`config.mk`:
```
export PLATFORM = sky130hd
export DESIGN_NAME = ysyx_040750_hazard_ctrl
export DESIGN_NICKNAME = d
export VERILOG_FILES = /design/src/rtl/ysyx_040750_pipe_pkg.sv /design/src/rtl/ysyx_040750_hazard_match.sv /design/src/rtl/ysyx_040750_hazard_ctrl.sv
export SDC_FILE = /design/constraint.sdc
export NUM_CORES = 1
export LEC_CHECK = 0
export CORE_MARGIN = 2
export CORE_UTILIZATION = 54
export CTS_CLUSTER_SIZE = 28
export DETAILED_ROUTE_END_ITERATION = 8
export GPL_ROUTABILITY_DRIVEN = 0
export MAX_ROUTING_LAYER = met4
export PLACE_DENSITY = 0.9
export SLEW_MARGIN = 10
export SYNTH_ARGS = -nofsm -noshare
export SYNTH_HDL_FRONTEND = slang
export SYNTH_HIERARCHICAL = 1
export SYNTH_SLANG_ARGS = --single-unit
```
`constraint.sdc`:
```
create_clock -name I_clk -period 3.75 [get_ports I_clk]
set_clock_uncertainty 0.15 [all_clocks]
set_input_delay 0.9375 -clock I_clk [delete_from_list [all_inputs] [get_ports I_clk]]
set_output_delay 0.9375 -clock I_clk [all_outputs]
set_load 0.005 [all_outputs]
```
`src/rtl/ysyx_040750_pipe_pkg.sv`:
```
// Shared pipeline definitions for the hazard controller and its comparators.
// A shadow slot is a small record of one in-flight instruction: whether it is
// real, which register it writes, and whether it is a load.
package ysyx_040750_pipe_pkg;

    localparam int REG_ADDR_W = 5;
    localparam int CNT_W      = 32;

    typedef struct packed {
        logic                  valid;
        logic [REG_ADDR_W-1:0] rd;
        logic                  wen;
        logic                  isLoad;
    } slot_t;

    localparam slot_t SLOT_EMPTY = '0;

    // A slot commits a register write only if it holds a real instruction
    function automatic logic slotWritesReg(input slot_t s);
        return s.valid & s.wen;
    endfunction

endpackage

```
`src/rtl/ysyx_040750_hazard_match.sv`:
```
// Per-stage source/destination comparator. Reports, for the instruction in ID,
// whether rs1 ([1]) and rs2 ([0]) are produced by the instruction in this slot.
// x0 is hardwired to zero, so a slot writing x0 never matches.
module ysyx_040750_hazard_match
    import ysyx_040750_pipe_pkg::*;
(
    input  slot_t                 i_slot,
    input  logic [REG_ADDR_W-1:0] i_rs1Addr,
    input  logic [REG_ADDR_W-1:0] i_rs2Addr,
    input  logic                  i_rs1Used,
    input  logic                  i_rs2Used,
    output logic [1:0]            o_match
);

    logic w_producer;
    logic w_unusedIsLoad;

    // The load flag only matters for the load-use check in the parent
    assign w_unusedIsLoad = i_slot.isLoad;

    assign w_producer = slotWritesReg(i_slot) & (i_slot.rd != '0);

    assign o_match[1] = w_producer & (i_slot.rd == i_rs1Addr) & i_rs1Used;
    assign o_match[0] = w_producer & (i_slot.rd == i_rs2Addr) & i_rs2Used;

endmodule

```
`src/rtl/ysyx_040750_hazard_ctrl.sv`:
```
// Pipeline hazard controller. Shadows the EX/MEM/WB stages with three slots,
// drives forward-select match bits, load-use stall/bubble, global hold for
// multicycle ALU ops and slow memory, and counts stalled fetch cycles.
module ysyx_040750_hazard_ctrl
    import ysyx_040750_pipe_pkg::*;
(
    input  logic                  I_clk,
    input  logic                  I_rst,
    input  logic                  I_ID_valid,
    input  logic [REG_ADDR_W-1:0] I_ID_rs1_addr,
    input  logic [REG_ADDR_W-1:0] I_ID_rs2_addr,
    input  logic                  I_ID_rs1_used,
    input  logic                  I_ID_rs2_used,
    input  logic [REG_ADDR_W-1:0] I_ID_rd_addr,
    input  logic                  I_ID_reg_wen,
    input  logic                  I_ID_is_load,
    input  logic                  I_EX_busy,
    input  logic                  I_mem_ready,
    input  logic                  I_flush,
    output logic [1:0]            O_EX_stall,
    output logic [1:0]            O_MEM_stall,
    output logic [1:0]            O_WB_stall,
    output logic                  O_EX_reg_wen,
    output logic                  O_MEM_reg_wen,
    output logic                  O_WB_reg_wen,
    output logic                  O_IF_ID_stall,
    output logic                  O_ID_EX_bubble,
    output logic                  O_pipe_hold,
    output logic [CNT_W-1:0]      O_stall_cnt
);

    slot_t            r_eSlot;
    slot_t            r_mSlot;
    slot_t            r_wSlot;
    logic [CNT_W-1:0] r_stallCnt;

    slot_t            w_idSlot;
    logic [1:0]       w_exMatch;
    logic [1:0]       w_memMatch;
    logic [1:0]       w_wbMatch;
    logic             w_memWait;
    logic             w_pipeHold;
    logic             w_loadUse;
    logic             w_ifIdStall;
    logic             w_idExBubble;

    assign w_idSlot = '{valid:  I_ID_valid,
                        rd:     I_ID_rd_addr,
                        wen:    I_ID_reg_wen,
                        isLoad: I_ID_is_load};

    ysyx_040750_hazard_match u_matchEx (
        .i_slot    (r_eSlot),
        .i_rs1Addr (I_ID_rs1_addr),
        .i_rs2Addr (I_ID_rs2_addr),
        .i_rs1Used (I_ID_rs1_used),
        .i_rs2Used (I_ID_rs2_used),
        .o_match   (w_exMatch)
    );

    ysyx_040750_hazard_match u_matchMem (
        .i_slot    (r_mSlot),
        .i_rs1Addr (I_ID_rs1_addr),
        .i_rs2Addr (I_ID_rs2_addr),
        .i_rs1Used (I_ID_rs1_used),
        .i_rs2Used (I_ID_rs2_used),
        .o_match   (w_memMatch)
    );

    ysyx_040750_hazard_match u_matchWb (
        .i_slot    (r_wSlot),
        .i_rs1Addr (I_ID_rs1_addr),
        .i_rs2Addr (I_ID_rs2_addr),
        .i_rs1Used (I_ID_rs1_used),
        .i_rs2Used (I_ID_rs2_used),
        .o_match   (w_wbMatch)
    );

    // Hold the whole pipe while the multicycle ALU works or a load in MEM waits
    assign w_memWait  = r_mSlot.valid & r_mSlot.isLoad & ~I_mem_ready;
    assign w_pipeHold = I_EX_busy | w_memWait;

    // A load in EX whose result ID needs cannot be forwarded yet; the EX match
    // already folds in valid, wen, rd!=0 and the used bits
    assign w_loadUse = I_ID_valid & r_eSlot.isLoad & (|w_exMatch);

    // A flush discards the ID instruction, so it overrides the load-use freeze;
    // during a hold nothing moves, so neither flush nor bubble takes effect
    assign w_ifIdStall  = w_pipeHold | (w_loadUse & ~I_flush);
    assign w_idExBubble = ~w_pipeHold & (I_flush | w_loadUse);

    // Advance the shadow slots alongside the real pipeline registers
    always_ff @(posedge I_clk or posedge I_rst) begin
        if (I_rst) begin
            r_eSlot <= SLOT_EMPTY;
            r_mSlot <= SLOT_EMPTY;
            r_wSlot <= SLOT_EMPTY;
        end else if (!w_pipeHold) begin
            r_wSlot <= r_mSlot;
            r_mSlot <= r_eSlot;
            r_eSlot <= w_idExBubble ? SLOT_EMPTY : w_idSlot;
        end
    end

    // Count cycles where fetch is frozen, sticking at all-ones
    always_ff @(posedge I_clk or posedge I_rst) begin
        if (I_rst) begin
            r_stallCnt <= '0;
        end else if (w_ifIdStall && (r_stallCnt != {CNT_W{1'b1}})) begin
            r_stallCnt <= r_stallCnt + 1'b1;
        end
    end

    assign O_EX_stall     = w_exMatch;
    assign O_MEM_stall    = w_memMatch;
    assign O_WB_stall     = w_wbMatch;
    assign O_EX_reg_wen   = slotWritesReg(r_eSlot);
    assign O_MEM_reg_wen  = slotWritesReg(r_mSlot);
    assign O_WB_reg_wen   = slotWritesReg(r_wSlot);
    assign O_IF_ID_stall  = w_ifIdStall;
    assign O_ID_EX_bubble = w_idExBubble;
    assign O_pipe_hold    = w_pipeHold;
    assign O_stall_cnt    = r_stallCnt;

endmodule
```
After elaboration in Yosys (flattened, before gate mapping)
Cells that the tools add are included.

Input port bits: 25. Flip-flop bits (word level): 55. RAM bits: 0. Word-level logic and storage cells: 56. Memories: 0. Bits in read-only memories: 0. Bits in latches: 0.

Add/sub/neg operators: 1. Div/mod/pow operators: 0. Bitwise operators: 30. Magnitude comparators: 0. Reductions and logical operators: 5. Shift operators: 0. Mux-type cells: 1. Multiply operators: 0. Equality and inequality tests: 7.

Operator list (number): 32-bit by 1-bit adder with 32-bit output, second input constant (1); 32-bit != test, second input constant (1); 5-bit equality test (6); 1-bit AND (24); 5-bit nonzero test (3); 8-bit 2-to-1 mux (1); 1-bit NOT (3); 1-bit OR (3); 2-bit OR reduction (1); 1-bit logical AND (1).

Depth between registers and ports, before layout
Gate-level depths: netlist of run 1.

Depth in word-level cells: 9. Mapped depth: 9.

Modules after synthesis
Netlist of run 1, hierarchy kept.

By module, submodules not included: ysyx_040750_hazard_ctrl (area an instance 2489.9 µm², cells an instance 240, times used 1); ysyx_040750_hazard_match (area an instance 137.6 µm², cells an instance 18, times used 3).

Worst setup path before layout of run 1
OpenSTA, ideal clock, no wires.

Kind: input to output. Start point: input I_ID_rs1_addr[1]. End point: output O_IF_ID_stall. Path slack: 0.719 ns. Path buffers: 0. Stages: 5. Arrival: 1.944 ns. Cells stage by stage: xnor2_1 nand4_1 nor3_1 o211a_1 a221o_1.

Word-level cells in the longest chain between the ends: 7.

Ends and longest elaborated chain: from (decl) (line ysyx_040750_hazard_ctrl.sv:10) `input logic [REG_ADDR_W-1:0] I_ID_rs1_addr,`; 5-bit equality test (line ysyx_040750_hazard_match.sv:23) `assign o_match[1] = w_producer & (i_slot.rd == i_rs1Addr) & i_rs1Used;`; 1-bit AND (2 in series) (line ysyx_040750_hazard_match.sv:23); named net O_EX_stall[1] (line ysyx_040750_hazard_ctrl.sv:20) `output logic [1:0] O_EX_stall,`; 2-bit OR reduction (line ysyx_040750_hazard_ctrl.sv:85) `assign w_loadUse = I_ID_valid & r_eSlot.isLoad & (|w_exMatch);`; 1-bit AND (line ysyx_040750_hazard_ctrl.sv:85); 1-bit AND (line ysyx_040750_hazard_ctrl.sv:89) `assign w_ifIdStall = w_pipeHold | (w_loadUse & ~I_flush);`; 1-bit OR (line ysyx_040750_hazard_ctrl.sv:89); to (decl) (line ysyx_040750_hazard_ctrl.sv:26) `output logic O_IF_ID_stall,`.

The timed path passes the listed nets, and every way through them passes these cells.

Worst setup path after layout of run 1
Start point: input I_ID_rs1_addr[2]. End point: output O_IF_ID_stall.

Word-level cells in the longest chain between the ends: 7.

Ends and longest elaborated chain (line): 5-bit equality test (ysyx_040750_hazard_match.sv:23); 1-bit AND (2 in series) (ysyx_040750_hazard_match.sv:23); 2-bit OR reduction (ysyx_040750_hazard_ctrl.sv:85); 1-bit AND (ysyx_040750_hazard_ctrl.sv:85); 1-bit AND (ysyx_040750_hazard_ctrl.sv:89); 1-bit OR (ysyx_040750_hazard_ctrl.sv:89).

Every way passes these cells.

==> out/results.tsv, run 1 <==
stage	metric	value	unit
outcome	outcome	finished clean	
die	start_util	56.2	%
sta	fmax	0.271	GHz
synth	synth_area_per_cell	9.83	um^2
route	drc	0	
route	dr.max_layer_used	met4	
sta	period_share	98.3	%
layout	layout-drive-gt1-share	11.0	%
sta	tightest_slew	0.732	ns
setup_path	r2r_slack	0.68	ns
global_route	grt_use_total	26.1	%
sta	timing.final.ws_setup	0.0631	ns
route	routed_via_density	5.48	
die	die_h	76.9	um
setup_path	critical_path_buf_inv_count	3	
setup_path	critical_path_class	primary input to output pin	
clocking	numCtsBuffers	5	
die	core_area	5110	um^2
pwr	p_leak	1.76	nW
setup_path	r2r-end	O_stall_cnt[13]	
route	wl_met3	353	um
setup_path	crit_fanout	2	
pwr	peakVddDrop	356	uV
run	cap_violations	0	
setup_path	r2r_cells	10	
setup_path	crit_arrival	2.60	ns
sta	hold_violations	0	
placed_design	dp_hpwl	5290	um
sta	rsz0062_at_grt	false	
hold_path	hold_end	r_mSlot[0]	
die	io_pins	69	
global_route	grt-ovfl-total	0	
layout	final_nets	408	
synth	netlist_area	2870	um^2
route	via_count	2483	
setup_path	reg2reg_from	r_eSlot[5]	
setup_path	crit_start	I_ID_rs1_addr[2]	
clocking	cts_tree	done	
route	wl	7250	um
hold_path	hold_start	r_mSlot[0]	
global_route	grt_pass1_wl	12000	um
layout	syn_to_final_growth	34.4	%
sta	maxSlewViolCount	0	
pwr	powerDensity	372	nW/um^2
sta	fin_crit	3.69	ns
clocking	path_clk_slew	0.09	ns
route	wl_met2	3690	um
sta	max_slew_margin	50.8	%
clocking	cts.sink_count	55	
global_route	first_global_vias	2513	
die	rows	26	
route	ant_nets	0	
route	drt_iter0_markers	150	
layout	num_antenna_cells	0	
route	wl_per_cell	16.0	um
sta	finalSetupViolations	0	
layout	final_core_util	75.5	%
hold_path	worstHoldPathType	flip-flop to flip-flop	
route	dr.pass1.iters	4	
setup_path	start_kind	primary input	
synth	synth_nets	318	
clocking	h-tree-depth	2	
setup_path	slowest_stage	clkdlybuf4s50_1	
clocking	cts_buffer_depth	2	
die	dieArea	5910	um^2
placed_design	place_ws	-0.307	ns
setup_path	max_stage_delay	0.44	ns
placed_design	portBuffers	68	
hold_path	hold_path_depth	2	
route	wirelength_met1	3180	um
setup_path	cp_top_family	buffers and inverters	
global_route	grt_start_max_net_pins	23	
die	die_x	76.9	um
synth	synth_cells	292	
clocking	clkLatencyLatePin	0.31	ns
global_route	antenna_found_initial	0	
setup_path	critPathRequiredTime	2.66	ns
clocking	root_buffer	clkbuf_8	
synth	synth_warnings	6	
setup_path	worst_setup_path_end_kind	output pin	
setup_path	crit_chain	clkdlybuf4s50_1, xnor2_1, nand4_1, nor3_2, o211a_1, buf_4, a221o_1, clkbuf_2	
clocking	postCtsHoldBufs	0	
==> cell type report <==
class                           instances  area, um^2
Inverter                                7        26.3
Multi-Input combinational cell        225        1450
Fill cell                             359        1250
Timing Repair Buffer                   88         816
Sequential cell                        55        1380
Tap cell                               70        87.6
Clock buffer                            8         100
==> how the worst max path moves through the flow <==
stage                           to  cells after the start
floorplan            O_IF_ID_stall                      5
global placement     O_IF_ID_stall                      7
detailed placement   O_IF_ID_stall                      7
CTS                  O_IF_ID_stall                      8
global route        O_MEM_stall[1]                      6
finish               O_IF_ID_stall                      8
==> stage by stage <==
step / setup TNS [ns] / cell area, um^2 / cells / hold slack, ns / power [mW]
6_report: 0 / 3850 / 453 / 0.333 / 1.43
5_1_grt: 0 / 3850 / 453 / 0.388 / 1.50
4_1_cts: 0 / 3860 / 453 / 0.342 / 1.43
3_5_place_dp: -0.564 / 3740 / 442 / 0.317 / 1.09
3_3_place_gp: -0.446 / 3740 / 442 / 0.302 / 1.07
2_1_floorplan: 0 / 2870 / 292 / 0.288 / 0.912
==> worst min-delay path: cells and delay by family (launching register included) <==
family	cells	cell delay (ns)
and+or+nand+nor	2	0.11
DFF	1	0.34
==> power breakdown <==
group	internal, mW	total [mW]	switching, mW
clock	0.169	0.355	0.186
combinational	0.189	0.324	0.135
sequential	0.657	0.754	0.0972
==> layout by cell type, fill, tap and decap left out, drive strengths merged <==
| cell type | count |
|---|---|
| o21a | 1 |
| o211ai | 3 |
| nand2 | 59 |
| a22o | 8 |
| inv | 7 |
| nand4 | 22 |
| clkdlybuf4s50 | 60 |
| o22a | 1 |
| and2 | 3 |
| nor2b | 1 |
| and4 | 2 |
| nor4 | 4 |
| dlygate4sd2 | 6 |
| and3 | 2 |
| or3 | 1 |
| clkbuf | 9 |
| a21oi | 1 |
| o2111ai | 1 |
| nor3 | 15 |
| dfrtp | 55 |
| buf | 21 |
| o21ai | 3 |
| nand3 | 8 |
| nor2 | 21 |
| a221o | 1 |
| xnor2 | 40 |
| ha | 1 |
| o211a | 1 |
| xor2 | 21 |
| or4 | 5 |
==> repair_timing <==
| item | 4_1_cts | 5_1_grt |
|---|---|---|
| pin swaps | 5 | 0 |
| endpoints found under the setup margin | 2 | 1 |
| resized for setup | 11 | 1 |
| buffers inserted | 3 | 0 |
==> metal layers <==
layer | global-route usage, % | vias up
met5 | - | -
met3 | 4.94 | 4
met2 | 44.1 | 70
met1 | 32.5 | 1230
li1 | - | 1179
met4 | 6.91 | 0
==> sequential cells by signal (all words and copies together), names as in the netlist <==
register     flops
r_eSlot          8
r_wSlot          7
O_stall_cnt     32
r_mSlot          8
(Power assumes the default switching activity.)
==> run 2: changes to the inputs <==
Settings changed: CORE_ASPECT_RATIO set to 2.
==> run 2 against run 1 <==
  * Clock power about the same
  * Non-clock buffer count up 7
  * Die area up 0.59%
  * Worst setup slack worse by 0.0029 ns
  * Global-route usage up 3.0 points
  * Count of clock-buffer cells in the layout unchanged
  * Combinational power up 7.7%
  * Power up 1.4%
  * Sequential power down 0.7%
  * Flip-flop and latch count unchanged
  * Design area up 1.8%
==> out/results.tsv, run 2 (synthesis gave the netlist of run 1 again) <==
stage	metric	value	unit	change
pwr	p_int	1.02	mW	+0.92%
global_route	grt_pass1_wl	13000	um	+7.9%
setup_path	crit_arrival	2.60	ns	about the same
placed_design	portBuffers	68		unchanged
placed_design	place_area	3760	um^2	+0.60%
route	dr.pass1.iters	6		+2
sta	fmax	0.271	GHz	about the same
layout	num_antenna_cells	0		unchanged
setup_path	cp_top_family	compound AO/OA/AOI/OAI gates		
die	start_util	55.8	%	-0.34 points
clocking	cts.sink_count	55		unchanged
pwr	p_seq_share	51.5	%	-1.1 points
route	routed_via_density	5.78		+5.5%
setup_path	crit_fanout	2		unchanged
sta	maxSlewViolCount	0		unchanged
global_route	busiest_layer	met2		
setup_path	critical_path_buf_inv_count	2		-1
layout	n_fill_cell	336		-6.4%
clocking	clkLatencyLatePin	0.31	ns	about the same
setup_path	critPathRequiredTime	2.66	ns	about the same
global_route	gr-usage-met3	5.07	%	+0.13 points
route	ant_nets	0		unchanged
run	cap_violations	0		unchanged
placed_design	post-place-cells	435		-1.6%
die	die_x	55.5	um	-28%
route	drt_iter0_markers	88		-41%
route	drc	0		unchanged
sta	rsz0062_at_grt	true		
pwr	swShare	29.6	%	+0.37 points
clocking	h-tree-depth	2		unchanged
layout	largest_register_ffs	32		unchanged
setup_path	crit_chain	or4_4, o211ai_4, nor3_2, o211a_1, buf_4, a221o_1, dlygate4sd2_1		
route	wl	7970	um	+9.9%
die	io_pins	69		unchanged
sta	finalSetupViolations	0		unchanged
layout	fin_cells	448		-1.1%
sta	timing.final.ws_setup	0.0602	ns	-0.00294 ns
pwr	p_sw	430	uW	+2.7%
clocking	path_clk_slew	0.10	ns	about the same
global_route	first_global_vias	2673		+6.4%
layout	layout_common_cells	nand2_1, dfrtp_1, clkdlybuf4s50_1		
clocking	root_buffer	clkbuf_8		
setup_path	worst_setup_path_end_kind	output pin		
sta	fin_crit	3.69	ns	+0.00294 ns
setup_path	max_stage_delay	0.58	ns	+0.14 ns
sta	tightest_slew	0.718	ns	-0.0137 ns
clocking	cts_buffer_depth	2		unchanged
global_route	antenna_found_initial	0		unchanged
die	dieArea	5950	um^2	+0.59%
global_route	grt-ovfl-total	0		unchanged
die	rows	37		+42%
pwr	p_leak	1.84	nW	+4.5%
pwr	peakVddDrop	455	uV	+28%
layout	final_area	3920	um^2	+1.8%
sta	period_share	98.4	%	about the same
placed_design	dp_hpwl	5990	um	+13%
layout	final_nets	415		+1.7%
route	via_count	2590		+4.3%
pwr	powerDensity	371	nW/um^2	-0.30%
sta	tns	0	ns	unchanged
sta	hold_violations	0		unchanged
global_route	grt_use_total	29.1	%	+3.0 points
clocking	numCtsBuffers	5		unchanged
sta	max_slew_margin	51.7	%	+0.92 points
placed_design	place_ws	-0.357	ns	-0.0496 ns
layout	mostFrequentLayoutCell	nand2_1		
die	die_h	107	um	+39%
outcome	outcome	finished clean		
hold_path	worstHoldPathType	flip-flop to flip-flop		
setup_path	critical_path_class	flip-flop to output pin		
route	wl_per_cell	17.8	um	+11%
setup_path	slowest_stage	or4_4		
global_route	met1_usage	27.9	%	-4.6 points
layout	layout-drive-gt1-share	12.6	%	+1.6 points
layout	final_core_util	76.3	%	+0.86 points
clocking	postCtsHoldBufs	0		unchanged
setup_path	start_kind	flip-flop		
clocking	cts_tree	done		
pwr	combPwrFrac	24.0	%	+1.4 points
global_route	use_met2	52.0	%	+7.9 points
layout	syn_to_final_growth	36.7	%	
sta	hold_slack	0.331	ns	-0.00214 ns
pwr	power.total	1.45	mW	+1.4%
pwr	p_clk_share	24.5	%	-0.3 points
die	core_area	5140	um^2	+0.61%
global_route	grt_start_max_net_pins	56		+140%
## run 2: layout make-up
type / count / area, um^2 / area share, %
Inverter: 7 / 26.3 / 0.670
Clock buffer: 8 / 100 / 2.55
Timing Repair Buffer: 95 / 878 / 22.4
Sequential cell: 55 / 1380 / 35.1
Tap cell: 58 / 72.6 / 1.85
Multi-Input combinational cell: 225 / 1470 / 37.4
## run 2: layer usage
layer	wire length [um]	part of all wire, %
met4	391	4.9
met1	2710	34
met3	374	4.7
met2	4500	56
met5	0	0
## run 2: timing repair
action / CTS / global route
pin swaps: 6 / 6
setup buffers: 5 / 0
endpoints found under the hold margin: 0 / 0
endpoints found under the setup margin: 2 / 2
gates resized for setup: 13 / 5
## run 2: path summary, 6_finish.rpt
path                            start               to  slack, ns  cells past startpoint
hold reg to reg            r_mSlot[0]       r_mSlot[0]       0.33                      2
hold / removal             r_mSlot[0]       r_mSlot[0]       0.33                      2
setup / recovery           r_eSlot[3]    O_IF_ID_stall       0.06                      7
max in group asynchronous       I_rst  O_stall_cnt[24]       2.01                      3
min in group asynchronous       I_rst       r_eSlot[0]       0.97                      3
setup reg to reg           r_eSlot[3]  O_stall_cnt[21]       0.75                     10
## run 2: worst reg2reg max path, cell delays in order, from the launching register on
cell and delay, ns:
dfrtp_1 0.39, or4_4 0.58, o211ai_4 0.24, nor3_2 0.09, o211a_1 0.25, buf_4 0.14, a221o_1 0.33, buf_4 0.17
o21ai_4 0.19, nor4_1 0.15, xor2_1 0.18
## run 2: power groups by stage
stage	logic [mW]	registers, mW	clock network [mW]
6_report	0.349	0.749	0.356
5_1_grt	0.381	0.761	0.390
2_1_floorplan	0.164	0.748	0
4_1_cts	0.349	0.747	0.367
3_5_place_dp	0.349	0.759	0
3_3_place_gp	0.333	0.756	0
